**src/rtl/key_schedule_ctrl.sv**
```systemverilog
// rtl/key_schedule_ctrl.sv - AES-128 round-key schedule controller driving an external single-round expander
// Optional expander watchdog and ERR state: define KEYSCHED_TIMEOUT_EN.
module key_schedule_ctrl #(
  parameter int NROUNDS   = 10,
  parameter int TO_CYCLES = 16
) (
  input  logic         clk,
  input  logic         reset,
  input  logic         start,
  input  logic [127:0] key_in,
  output logic         busy,
  output logic         keys_valid,
  output logic [127:0] exp_key_in,
  output logic [3:0]   exp_rnum,
  output logic         exp_en,
  output logic         exp_clr,
  input  logic [127:0] exp_key_out,
  input  logic         exp_done,
  input  logic [3:0]   rk_addr,
  output logic [127:0] rk_data
`ifdef KEYSCHED_TIMEOUT_EN
  ,
  output logic         err
`endif
);

  typedef enum logic [2:0] {
    IDLE,
    CLR,
    WAIT,
    DONE
`ifdef KEYSCHED_TIMEOUT_EN
    ,
    ERR
`endif
  } state_t;

  state_t       state, state_nxt;
  logic [3:0]   round, round_nxt;
  logic         load_key, store_rk;
  logic         clr_hold;
  logic [127:0] slot [0:NROUNDS];

`ifdef KEYSCHED_TIMEOUT_EN
  localparam int TOW = $clog2(TO_CYCLES + 1);
  logic [TOW-1:0] to_cnt;
`endif

  always_ff @(posedge clk) begin
    if (reset) begin
      state    <= IDLE;
      round    <= 4'd1;
      clr_hold <= 1'b1;
    end else begin
      state    <= state_nxt;
      round    <= round_nxt;
      clr_hold <= 1'b0;
    end
  end

  always_comb begin
    state_nxt = state;
    round_nxt = round;
    load_key  = 1'b0;
    store_rk  = 1'b0;
    case (state)
      IDLE, DONE: begin
        if (start) begin
          load_key  = 1'b1;
          round_nxt = 4'd1;
          state_nxt = CLR;
        end
      end
`ifdef KEYSCHED_TIMEOUT_EN
      ERR: begin
        if (start) begin
          load_key  = 1'b1;
          round_nxt = 4'd1;
          state_nxt = CLR;
        end
      end
`endif
      CLR: state_nxt = WAIT;
      WAIT: begin
        if (exp_done) begin
          store_rk = 1'b1;
          if (round == 4'(NROUNDS)) begin
            state_nxt = DONE;
          end else begin
            round_nxt = round + 4'd1;
            state_nxt = CLR;
          end
        end
`ifdef KEYSCHED_TIMEOUT_EN
        else if (to_cnt == TOW'(TO_CYCLES - 1)) begin
          state_nxt = ERR;
        end
`endif
      end
      default: state_nxt = IDLE;
    endcase
  end

  // Table is not reset: contents are only exposed through rk_data once DONE is reached.
  always_ff @(posedge clk) begin
    if (!reset) begin
      if (load_key) slot[0] <= key_in;
      if (store_rk) slot[round] <= exp_key_out;
    end
  end

`ifdef KEYSCHED_TIMEOUT_EN
  // Held at zero outside WAIT, so every WAIT entry starts a fresh count.
  always_ff @(posedge clk) begin
    if (reset || state != WAIT) begin
      to_cnt <= '0;
    end else if (!exp_done) begin
      to_cnt <= to_cnt + 1'b1;
    end
  end

  assign err = (state == ERR);
`endif

  assign busy       = (state == CLR) || (state == WAIT);
  assign keys_valid = (state == DONE);
  assign exp_en     = (state == WAIT);
  assign exp_clr    = (state == CLR) || clr_hold;
  assign exp_rnum   = round;
  assign exp_key_in = busy ? slot[round - 4'd1] : 128'h0;
  assign rk_data    = (keys_valid && rk_addr <= 4'(NROUNDS)) ? slot[rk_addr] : 128'h0;

endmodule

```
**config.mk**
```make
export PLATFORM = sky130hd
export DESIGN_NAME = key_schedule_ctrl
export DESIGN_NICKNAME = d
export VERILOG_FILES = /design/src/rtl/key_schedule_ctrl.sv
export SDC_FILE = /design/constraint.sdc
export NUM_CORES = 2
export LEC_CHECK = 0
export BUFFER_PORTS_ARGS = -buffer_cell sky130_fd_sc_hd__buf_2
export CAP_MARGIN = 20
export CORE_UTILIZATION = 24
export CTS_CLUSTER_DIAMETER = 100
export DETAILED_ROUTE_END_ITERATION = 8
export SLEW_MARGIN = 20
export SYNTH_ARGS = -nofsm -noshare
export SYNTH_HDL_FRONTEND = slang
export SYNTH_SLANG_ARGS = --single-unit
```
**constraint.sdc**
```tcl
create_clock -name clk -period 32.5 [get_ports clk]
set_input_delay 6.5 -clock clk [delete_from_list [all_inputs] [get_ports clk]]
set_output_delay 6.5 -clock clk [all_outputs]
set_load 0.02 [all_outputs]
```
# --- After elaboration in Yosys (flattened, before gate mapping) ---
# Memories as Yosys holds them, arrays and structs flattened.
# Cells that the tools add are included.
totals:
  ramBits: 1408
  in_bits: 264
  register_bits: 8
  n_memories: 1
classes:
  n_eq_ne: 7
  reduce_logical: 9
  n_addsub: 2
  order_cmp: 1
  n_mux: 24
memory_table:
  columns: ["memory", "depth", "width", "read_ports", "rd_clocked_by_memory_dff", "wr", "line", "source"]
  rows:
  - ["slot", 11, 128, 2, 0, 1, "42", "logic [127:0] slot [0:NROUNDS];"]
ops:
  columns: ["operator", "count"]
  rows:
  - ["$mux W128", 3]
  - ["$reduce_or A128 Y1", 1]
  - ["$mux W4", 4]
  - ["$mux W1", 12]
  - ["$pmux W3 S3", 1]
  - ["$pmux W4 S2", 1]
  - ["$eq A3 B2 Y1 const B", 2]
  - ["$mux W3", 2]
  - ["$add A4 B1 Y4 const B", 1]
  - ["$eq A4 B4 Y1 const B", 1]
  - ["$le A4 B4 Y1 const B", 1]
  - ["$ne A2 B2 Y1 const B", 2]
  - ["$reduce_and A4 Y1", 1]
  - ["$sub A4 B1 Y4 const B", 1]
  - ["$eq A3 B1 Y1 const B", 1]
  - ["$logic_not A3 Y1", 1]
  - ["$logic_or A1 B1 Y1", 2]
  - ["$mux W2", 1]
  - ["$ne A2 B1 Y1 const B", 1]
  - ["$reduce_and A2 Y1", 1]
  - ["$reduce_bool A2 Y1", 1]
  - ["$reduce_or A2 Y1", 1]
  - ["$logic_and A1 B1 Y1", 1]

# --- Logic depth before layout (Yosys ltp) ---
logic_depth:
  ltp_word: 7
  depth_mapped: 10

# --- Least setup slack after synthesis ---
# No wires, ideal clock.
synth_timing:
  path_kind: "in2reg"
  start: "input reset"
  end: "memory slot[2][0], enable pin"
  n_path_buf: 3
  arrival_ns: 19.139
  slack_ns: 12.432
  stages: 5
  required_ns: 31.571
  path_cell_list: "clkbuf_1 -> nand3b_1 -> buf_2 -> buf_2 -> nor4_1"
synth_via:
  elab_chain_len: 4
  elab_cells_between_ends: 7
synth_rtl:
  columns: ["item", "line", "source"]
  rows:
  - ["from (decl)", "8", "input logic reset,"]
  - ["$mux W1", "106", "if (!reset) begin"]
  - ["$mux W1 (not written as such)", "108", "if (store_rk) slot[round] <= exp_key_out;"]
  - ["$reduce_or A128 Y1 (no line)", null, null]
  - ["$mux W4 (no line) or $mux W1 (tied branches)", null, null]
  - ["to (decl)", "42", null]
# Parallel ways exist; a longest one is shown, timed or not.

# --- Final worst setup path ---
layout_timing:
  start: "input rk_addr[0]"
  end: "output rk_data[109]"
layout_via:
  elab_chain_len: 3
  elab_cells_between_ends: 4
layout_rtl:
  columns: ["item", "line", "source"]
  rows:
  - ["from (decl)", "19", "input logic [3:0] rk_addr,"]
  - ["$le A4 B4 Y1", "131", "assign rk_data = (keys_valid && rk_addr <= 4'(NROUNDS)) ? slot[rk_addr] : 128'h0;"]
  - ["$logic_and A1 B1 Y1", "131", null]
  - ["$mux W128 (*)", "131", null]
  - ["to (decl)", "20", "output logic [127:0] rk_data"]
# Mark *: on every way between the ends. The rest lies on a longest branch, timed or not.

==> flow_summary.yaml <==
sta:
  tns_ns: 0
  max_freq_ghz: 0.05475
  hold_viol_final: 0
  worst_pin_slew_ns: 1.122
  rsz0062_at_grt: "false"
  period_needed_ns: 18.26
  final.setup_skew_ns: 0.06072
  finalCritPeriodShare_pct: 56.20
  drv_slew: 0
  max_slew_margin_pct: 25.17
  setup_viol: 0
pwr:
  power_density_nw_per_um2: 76.21
  p_total_mw: 6.069
  irDropWorstVdd_mv: 0.07126
  leakage_nw: 30.11
synthesis:
  synth_top_family_by_area: "multiplexers"
  ys_seq_area_share_pct: 62.48
  post-synth-top-count-cell: "edfxtp_1"
  ys_ff_latch: 1415
  ys.warnings.count: 0
  synthMuxAreaShare_pct: 19.61
  synth-simple-area-share_pct: 3.229
  netlist-cell-type-count: 47
  synth_xor_area_share_pct: 0.02580
  synth-compound-area-share_pct: 11.24
  synthAdderAreaFrac_pct: 0.1106
  synth_cells: 4567
  netlist_top_cells_area: "edfxtp_1, mux2i_1, a22oi_1"
  syn_nets: 4837
  synth_commonest_cells: "edfxtp_1, mux2i_1, a22oi_1"
  async_reset_ff_share_pct: 0
  synth_top_area_cell: "edfxtp_1"
  yosysTopAreaCellShare_pct: 62.27
  netlist_area_um2: 67890
  synth_edf_count: 1408
  syn_avg_cell_area_um2: 14.87
  synthFlopType: "edfxtp_1"
detailed_routing:
  drtIter0Drc: 4778
  wl_met2_um: 109700
  first_pass_iters: 5
  drtAntennaViolNets: 0
  wl_met1_um: 98010
  routedWlPerCell_um: 26.46
  wl_um: 234200
  viasPerCell: 5.178
  vias: 45827
  topRoutingLayerUsed: "met4"
  drcViolationCount: 0
  met3_length_um: 18430
critical_path:
  crit_type: "in -> out"
  crit_chain: "buf_8, buf_4, buf_4, buf_4, buf_4, mux2i_1, a22oi_1, a22oi_1, o21ai_0, buf_2"
  path_max_fanout: 62
  crit_buf_inv: 6
  required_ns: 26.00
  cp_top_family: "buffers and inverters"
  crit_slowest_cell: "buf_4"
  crit_path_frequent_cell: "buf_4"
  r2r_slack_ns: 26.29
  max_stage_delay_ns: 0.86
  crit_path_start_kind: "input port"
  endpoint_kind: "primary output"
  crit_arrival_ns: 11.76
layout:
  drive_gt1_share_pct: 22.67
  fin_util_pct: 28.41
  final_area_um2: 79640
  num-nets-final: 5262
  syn2layout_area_growth_pct: 17.30
grt:
  grt_pass1_wl_um: 328500
  grt_overflow: 0
  grt_max_degree: 147
  antenna_found_initial: 5
  grt_pass1_vias: 45711
  grt.total_usage_pct: 15.74
floorplan:
  chipHeight_um: 533.9
  dieWidth_um: 533.9
  num_rows: 194
  dieArea_um2: 285000
  start_util_pct: 24.22
  num_io_pins: 528
  core_um2: 280400
clocking:
  path_clk_slew_ns: 0.05
  postCtsSetupBuffers: 0
  numCtsBuffers: 172
  worstSkewPairLatency_ns: 0.83
  cts_hold_buffers: 0
  cts_tree: "yes"
  clock_path_buffers: 4
  cts_resized: 0
  ctsRootBufferMaster: "clkbuf_16"
  clock_sinks: 1415
  htreeDepth: 4
placed_design:
  place_hpwl_um: 133200
  place_area_um2: 74120
  numPortBuffers: 527
  routabilityCongestion: 0.7906
run_status:
  status: "finished clean"
min_path:
  hold_class: "reg -> reg"
flow_run:
  maxCapViolations: 0
==> metal layers <==
metal / vias to the layer above / global-route usage [%]
li1: 19385 / -
met1: 23516 / 20.64
met5: - / 0
met4: 0 / 5.910
met3: 448 / 2.795
met2: 2478 / 25.83
==> stage by stage <==
step	hold WS [ns]	setup slack [ns]	cells
6_report	0.5448	14.24	8851
5_1_grt	0.5885	14.11	8847
4_1_cts	0.5499	14.37	8845
3_5_place_dp	0.5464	14.37	8541
3_3_place_gp	0.5229	14.39	8541
2_1_floorplan	0.5096	12.43	4567
==> worst paths after layout <==
kind / from / to / cells after the start
hold reg to reg: state[0] / state[0] / 2
hold / removal: state[0] / state[0] / 2
setup reg to reg: exp_rnum[0] / slot[7][42] / 8
setup / recovery: rk_addr[0] / rk_data[109] / 10
==> worst reg2reg max path, stage by stage, from the launching register on <==
cell and delay (ns):
dfxtp_4 0.74, buf_4 0.78, buf_4 0.80, buf_4 0.85
nand2_1 0.24, nor3_2 0.20, buf_4 0.47, buf_4 0.77
buf_4 0.91
==> state kept, by name, summed over array words and instances, names as in the netlist <==
name      flops
exp_rnum      4
slot       1408
state         2
clr_hold      1
==> cell type report <==
cell class / instances / area [µm²]
fill: 28071 / 200700
tap: 3724 / 4659
clock buffer: 211 / 4493
antenna: 5 / 12.51
inverter: 7 / 26.28
timing repair buffer: 641 / 3643
clock inverter: 93 / 998.5
multi-input combinational: 2755 / 23380
sequential: 1415 / 42420
==> layout by cell type, fill, tap and decap left out, drive strengths merged, types with 2 or more instances in the layout <==
cell	n
nor2	141
a22oi	512
o21ai	131
and4b	2
nand2	389
edfxtp	1408
inv	22
a21oi	131
diode	5
nor4	2
buf	641
a211oi	3
clkbuf	211
mux2	128
clkinv	56
bufinv	15
ha	6
a32oi	129
mux4	128
clkinvlp	7
dfxtp	7
and3	2
and2	3
nor3	4
nor3b	2
mux2i	896
nand3b	2
nor2b	4
nand4b	2
a32o	128
==> report_power, final <==
part           internal (mW)  switching [mW]  total, mW  leakage (nW)
Sequential              2.11          0.0285       2.13          12.7
Combinational          0.694            1.35       2.05          14.7
Clock                   1.11           0.780       1.89          2.66
Total                   3.91            2.16       6.07          30.1
==> cell families (layout without fill, tap and decap cells) <==
group                      Yosys count  in the layout
DFF                               1415           1415
muxes                             1152           1152
AOI/OAI and AO/OA                 1038           1038
and+or+nand+nor                    557            557
buffers and inverters              397            952
adders and majority gates            6              6
xor gates and xnor gates             2              2
other                                0              5
(Power assumes the default switching activity.)
